[config.mk]
export PLATFORM = sky130hd
export DESIGN_NAME = multi_channel_timed_latch
export DESIGN_NICKNAME = d
export VERILOG_FILES = /design/src/rtl/multi_channel_timed_latch.sv
export SDC_FILE = /design/constraint.sdc
export NUM_CORES = 1
export LEC_CHECK = 0
export CAP_MARGIN = 20
export CORE_MARGIN = 2
export CORE_UTILIZATION = 46
export DETAILED_ROUTE_END_ITERATION = 7
export HOLD_SLACK_MARGIN = 0.06
export PLACE_DENSITY = 0.66
export SYNTH_ARGS = -nofsm -noshare
export SYNTH_HDL_FRONTEND = slang
export SYNTH_SLANG_ARGS = --single-unit
[constraint.sdc]
create_clock -name clock -period 2.6 [get_ports clock]
set_clock_uncertainty 0.15 [all_clocks]
set_input_delay 0.52 -clock clock [delete_from_list [all_inputs] [get_ports clock]]
set_output_delay 0.52 -clock clock [all_outputs]
set_load 0.005 [all_outputs]
[src/rtl/multi_channel_timed_latch.sv]
// Multi-channel timed latch: each channel stretches a trigger into an output held
// for a programmable number of cycles, with retrigger or lockout behaviour per channel.
module multi_channel_timed_latch #(
    parameter int unsigned CHANNELS      = 4,
    parameter int unsigned COUNT_WIDTH   = 32,
    parameter int unsigned DEFAULT_DELAY = 25000000,
    parameter int unsigned EDGE_TRIGGER  = 0,
    localparam int unsigned CHAN_W       = (CHANNELS > 1) ? $clog2(CHANNELS) : 1
) (
    input  logic                   clock,
    input  logic                   reset,
    input  logic [CHANNELS-1:0]    trigger,
    input  logic                   cfg_we,
    input  logic [CHAN_W-1:0]      cfg_chan,
    input  logic [COUNT_WIDTH-1:0] cfg_delay,
    input  logic                   cfg_retrig,
    output logic [CHANNELS-1:0]    out,
    output logic [CHANNELS-1:0]    expired,
    output logic                   busy
);

    typedef enum logic {
        IDLE   = 1'b0,
        ACTIVE = 1'b1
    } state_t;

    localparam logic [COUNT_WIDTH-1:0] DEF_DELAY = COUNT_WIDTH'(DEFAULT_DELAY);
    localparam logic [COUNT_WIDTH-1:0] ONE       = COUNT_WIDTH'(1);

    state_t                 state_q [CHANNELS];
    state_t                 state_d [CHANNELS];
    logic [COUNT_WIDTH-1:0] count_q [CHANNELS];
    logic [COUNT_WIDTH-1:0] count_d [CHANNELS];
    logic [COUNT_WIDTH-1:0] delay_q [CHANNELS];
    logic [COUNT_WIDTH-1:0] delay_d [CHANNELS];

    logic [CHANNELS-1:0] mode_q, mode_d;       // configured mode, 1 = retrigger
    logic [CHANNELS-1:0] run_rt_q, run_rt_d;   // mode captured at load
    logic [CHANNELS-1:0] lock_q, lock_d;
    logic [CHANNELS-1:0] trig_q;
    logic [CHANNELS-1:0] ev;
    logic [CHANNELS-1:0] out_d, expired_d;

    assign ev = (EDGE_TRIGGER != 0) ? (trigger & ~trig_q) : trigger;

    always_comb begin
        for (int unsigned i = 0; i < CHANNELS; i++) begin
            state_d[i]   = state_q[i];
            count_d[i]   = count_q[i];
            delay_d[i]   = delay_q[i];
            mode_d[i]    = mode_q[i];
            run_rt_d[i]  = run_rt_q[i];
            lock_d[i]    = lock_q[i];
            expired_d[i] = 1'b0;

            if (!trigger[i]) begin
                lock_d[i] = 1'b0;
            end

            case (state_q[i])
                IDLE: begin
                    if (ev[i] && !lock_q[i]) begin
                        state_d[i]  = ACTIVE;
                        count_d[i]  = delay_q[i];
                        run_rt_d[i] = mode_q[i];
                    end
                end
                ACTIVE: begin
                    // A retrigger reload takes priority over expiry in the same cycle.
                    if (ev[i] && run_rt_q[i]) begin
                        count_d[i] = delay_q[i];
                    end else if (count_q[i] != '0) begin
                        count_d[i] = count_q[i] - ONE;
                    end else begin
                        state_d[i]   = IDLE;
                        expired_d[i] = 1'b1;
                        if (!run_rt_q[i] && trigger[i]) begin
                            lock_d[i] = 1'b1;
                        end
                    end
                end
                default: state_d[i] = IDLE;
            endcase

            // Config lands after the load decision above, so a same-cycle load uses old values.
            if (cfg_we && (32'(cfg_chan) == i)) begin
                delay_d[i] = cfg_delay;
                mode_d[i]  = cfg_retrig;
            end

            out_d[i] = (state_d[i] == ACTIVE);
        end
    end

    always_ff @(posedge clock) begin
        if (reset) begin
            for (int unsigned i = 0; i < CHANNELS; i++) begin
                state_q[i] <= IDLE;
                count_q[i] <= '0;
                delay_q[i] <= DEF_DELAY;
            end
            mode_q   <= '1;
            run_rt_q <= '1;
            lock_q   <= '0;
            trig_q   <= '0;
            out      <= '0;
            expired  <= '0;
            busy     <= 1'b0;
        end else begin
            for (int unsigned i = 0; i < CHANNELS; i++) begin
                state_q[i] <= state_d[i];
                count_q[i] <= count_d[i];
                delay_q[i] <= delay_d[i];
            end
            mode_q   <= mode_d;
            run_rt_q <= run_rt_d;
            lock_q   <= lock_d;
            trig_q   <= trigger;
            out      <= out_d;
            expired  <= expired_d;
            busy     <= |out_d;
        end
    end

endmodule
==> summary.md <==
| Metric | Value |
|---|---|
| Result of the run | complete, but fails checks |
| Failing checks | negative setup slack |
| Number of ports placed on the die boundary | 51 |
| Final net count | 1,942 |
| Power density over the cells | 704 nW/um2 |
| CTS root buffer | sky130_fd_sc_hd__clkbuf_16 |
| Most frequent standard cell in the layout excluding fill and tap cells | sky130_fd_sc_hd__nand2_1 |
| Area of placed instances | 14,800 um2 |
| Part of the power in registers | 41.6% |
| Register-to-Register Path Depth | 7 |
| Unrepaired setup endpoints after global routing | yes |
| Part of the total power dissipated in combinational logic | 19.7% |
| Met1 demand-to-capacity share in global routing | 39.4% |
| Number of nets produced by synthesis | 1,866 |
| Number of synthesized flops with an enable pin | 0 |
| Dominant synthesized flop cell | sky130_fd_sc_hd__dfxtp_1 |
| Post-DP HPWL | 28.0 mm |
| Number of unique standard cell types used by synthesis | 65 |
| Worst Hold Depth | 2 |
| Worst endpoint data arrival time | 3.00 ns |
| Final setup violation count | 18 |
| Leakage power figure | 6.24 nW |
| Count of yosys warnings during synthesis | 0 |
| Post-Syn Area | 13,200 um2 |
| Endpoint of the lowest-slack register-to-register path | count_q[3][31] |
| Wire length of the first global-routing pass | 68.5 mm |
| Initial standard-cell utilization of the core | 47.1% |
| WHS Endpoint | count_q[3][2] |
| Most frequent cells in the layout | 471 x sky130_fd_sc_hd__nand2_1, 275 x sky130_fd_sc_hd__dfxtp_1, 231 x sky130_fd_sc_hd__a21oi_1 |
| Sequential area share after synthesis | 42.1% |
| Setup Crit Path Kind | register to register |
| Routed len/inst | 18.5 um |
| First-iteration detailed-routing DRC count | 1,469 |
| Final worst-path cycle share | 102% |
| Met3 Usage GRT | 3.99% |
| CTS Buffer Depth | 3 |
| Mapped Cells | 1,820 |
| Critical Path RT | 2.94 ns |
| Final critical-path setup slack | -0.0641 ns |
| Initial antenna violation count | 0 |
| H-tree depth reported by CTS | 1 |
| Number of synthesized register bits | 277 |
| First-pass detailed-route iteration total | 6 |
| Congestion Overflow GR | 0 |
| Internal Pwr Total | 7.93 mW |
| Proportion of layout cells with a drive suffix above 1 | 12.8% |
| Fmax | 375 MHz |
| Count of port buffers added during placement | 50 |
| Via count of the first global-routing pass | 12,700 |
| Maximum number of pins on one net before global-route repair | 100 |
| Total length of routed wires | 42.5 mm |
| Global-route layer with the greatest usage | met2 |
| Post-route standard cell area excluding fillers | 16,000 um2 |
| Row cnt | 61 |
| Met2 track demand over resource | 43.4% |
| Clk sink count | 277 |
| Antenna Nets Post-Route | 0 |
| Pins over their slew limit | 0 |
| Post-synthesis area per instance | 7.24 um2 |
| CP Capture Type | register |
| Y dimension of the die | 173 um |
| Overall Global Routing Usage | 27.7% |
| Final critical delay including setup and external delays | 2.66 ns |
| Total count of hold-check failures in the final report | 0 |
| Total vias in the final route | 13,600 |
| Diodes inserted | 0 |
| Biggest fanout along the worst timing path | 21 |
| Slew of the pin with the lowest slew margin | 0.613 ns |
| Maxcap violations | 0 |
| Worst setup slack before clock tree synthesis | -0.0705 ns |
| Sort of element at the start of the critical path | register |
| Synth async-reset ratio | 0% |
| Class of the tightest hold or removal check | primary input to register |
| Routability congestion estimate | 0.895 |
| Std-Cell Core Area | 28,000 um2 |
| Die Width | 173 um |
| Die ar. | 30,000 um2 |
| Area added between synthesis and finish | 21.1% |
| Clock latency reported for the late side of the worst-skew pair | 0.56 ns |
| Relative slew slack | 58.8% |
| Clock-pin transition on the worst setup and hold timing paths | 0.06 ns |
| Maximum vdd ir drop | 0.564 mV |
| Number of remaining DRC errors | 0 |
| Beginning of the worst hold path | reset |
| Sw frac | 29.5% |
| TritonCTS clock tree | yes |
| Setup slack of the most critical reg-to-reg path | -0.06 ns |
| Via-per-instance ratio | 5.90 |
| Worst reg2reg path startpoint | count_q[3][17] |
| P_sw | 3.31 mW |
| TritonCTS buffer count | 29 |
| Part of the total power dissipated in the clock network | 38.8% |
-- synth_stat cells, drive strengths merged (12+ instances only) --
library cell | instances | share of area [%]
nand2 | 476 | 14
dfxtp | 277 | 42
a21oi | 232 | 8.8
o21ai | 134 | 5.2
clkbuf | 113 | 3.2
nor2 | 113 | 3.2
nand3 | 88 | 3.3
nor3 | 56 | 2.2
nor4 | 24 | 1.3
buf | 22 | 0.94
a31oi | 18 | 0.85
inv | 16 | 0.46
or4 | 16 | 1.0
o31ai | 15 | 0.85
nand4 | 14 | 0.66
a22o | 13 | 0.86
a32o | 13 | 0.99
or3 | 13 | 0.62
and2 | 12 | 0.57
o211ai | 12 | 0.68
-- sequential cells by signal (all words and copies together), names as in the netlist --
name,cells
busy,1
expired,4
count_q,128
mode_q,4
delay_q,128
run_rt_q,4
lock_q,4
out,4
-- metrics by stage --
stage | utilization, % | instances | setup TNS (ns) | hold WS [ns] | total power, mW
global route | 57.0 | 2297 | -2.30 | 0.102 | 11.7
global placement | 52.7 | 2239 | -0.0831 | 0.292 | 6.82
CTS | 56.5 | 2293 | -0.733 | 0.0983 | 11.2
detailed placement | 52.7 | 2239 | -0.871 | 0.297 | 6.85
floorplan | - | 1820 | -2.08 | 0.282 | 6.00
finish | 57.0 | 2297 | -0.623 | 0.120 | 11.2
-- worst max-delay path, stage by stage, from the launching register on --
cell	delay (ns)
sky130_fd_sc_hd__dfxtp_2	0.32
sky130_fd_sc_hd__or4_4	0.53
sky130_fd_sc_hd__or4_4	0.43
sky130_fd_sc_hd__or4_4	0.57
sky130_fd_sc_hd__o21ai_4	0.16
sky130_fd_sc_hd__buf_12	0.18
sky130_fd_sc_hd__o21ai_0	0.12
sky130_fd_sc_hd__a21oi_1	0.14
-- routing by layer --
metal / share of wire (%) / routed length [um]
met2: 44 / 18900
met4: 3.1 / 1330
met5: 0 / 0
met3: 6.5 / 2770
met1: 46 / 19500
-- kinds of logic (layout without fill, tap and decap cells) --
group	Yosys count	after routing	share of synthesized area (%)
flip-flops	277	277	42.1
adder cells (fa/ha/maj)	4	4	0.380
multiplexers	1	1	0.0854
AND/OR/NAND/NOR	868	868	29.5
buffers and inverters	152	251	4.64
AO/OA/AOI/OAI	518	518	23.3
-- worst max path at each step --
stage | from | end | slack, ns | cells after the start
after floorplan | count_q[3][17] | count_q[3][17] | -0.12 | 8
after detailed placement | count_q[3][17] | count_q[3][14] | -0.07 | 7
after global routing | count_q[3][17] | count_q[3][17] | -0.13 | 7
final | count_q[3][17] | count_q[3][31] | -0.06 | 7
after global placement | count_q[3][17] | count_q[3][24] | -0.02 | 7
after CTS | count_q[3][17] | count_q[3][14] | -0.06 | 7
-- layout make-up --
class	instances	area (um2)
fillers	2664	12000
multi-input cells	1391	7210
flip-flops and latches	277	5550
repair buffers	180	1660
clock buffers	38	840
well taps	378	473
clock inverters	16	171
inverters	17	63.8
-- power groups by stage --
| stage | clock network, mW | registers (mW) | logic, mW |
|---|---|---|---|
| after floorplan | 0 | 4.71 | 1.30 |
| after global placement | 0 | 4.75 | 2.07 |
| after detailed placement | 0 | 4.76 | 2.10 |
| after CTS | 4.43 | 4.67 | 2.13 |
| after global routing | 4.60 | 4.71 | 2.43 |
| final | 4.36 | 4.68 | 2.21 |
-- what timing repair did --
action                                  CTS  global route
gates cloned                              0             2
buffers inserted                          0             2
endpoints found under the setup margin   33            73
resized for setup                         9            41
pin swaps                                 3             6
hold buffers                              0             0
(Power assumes the default switching activity.)
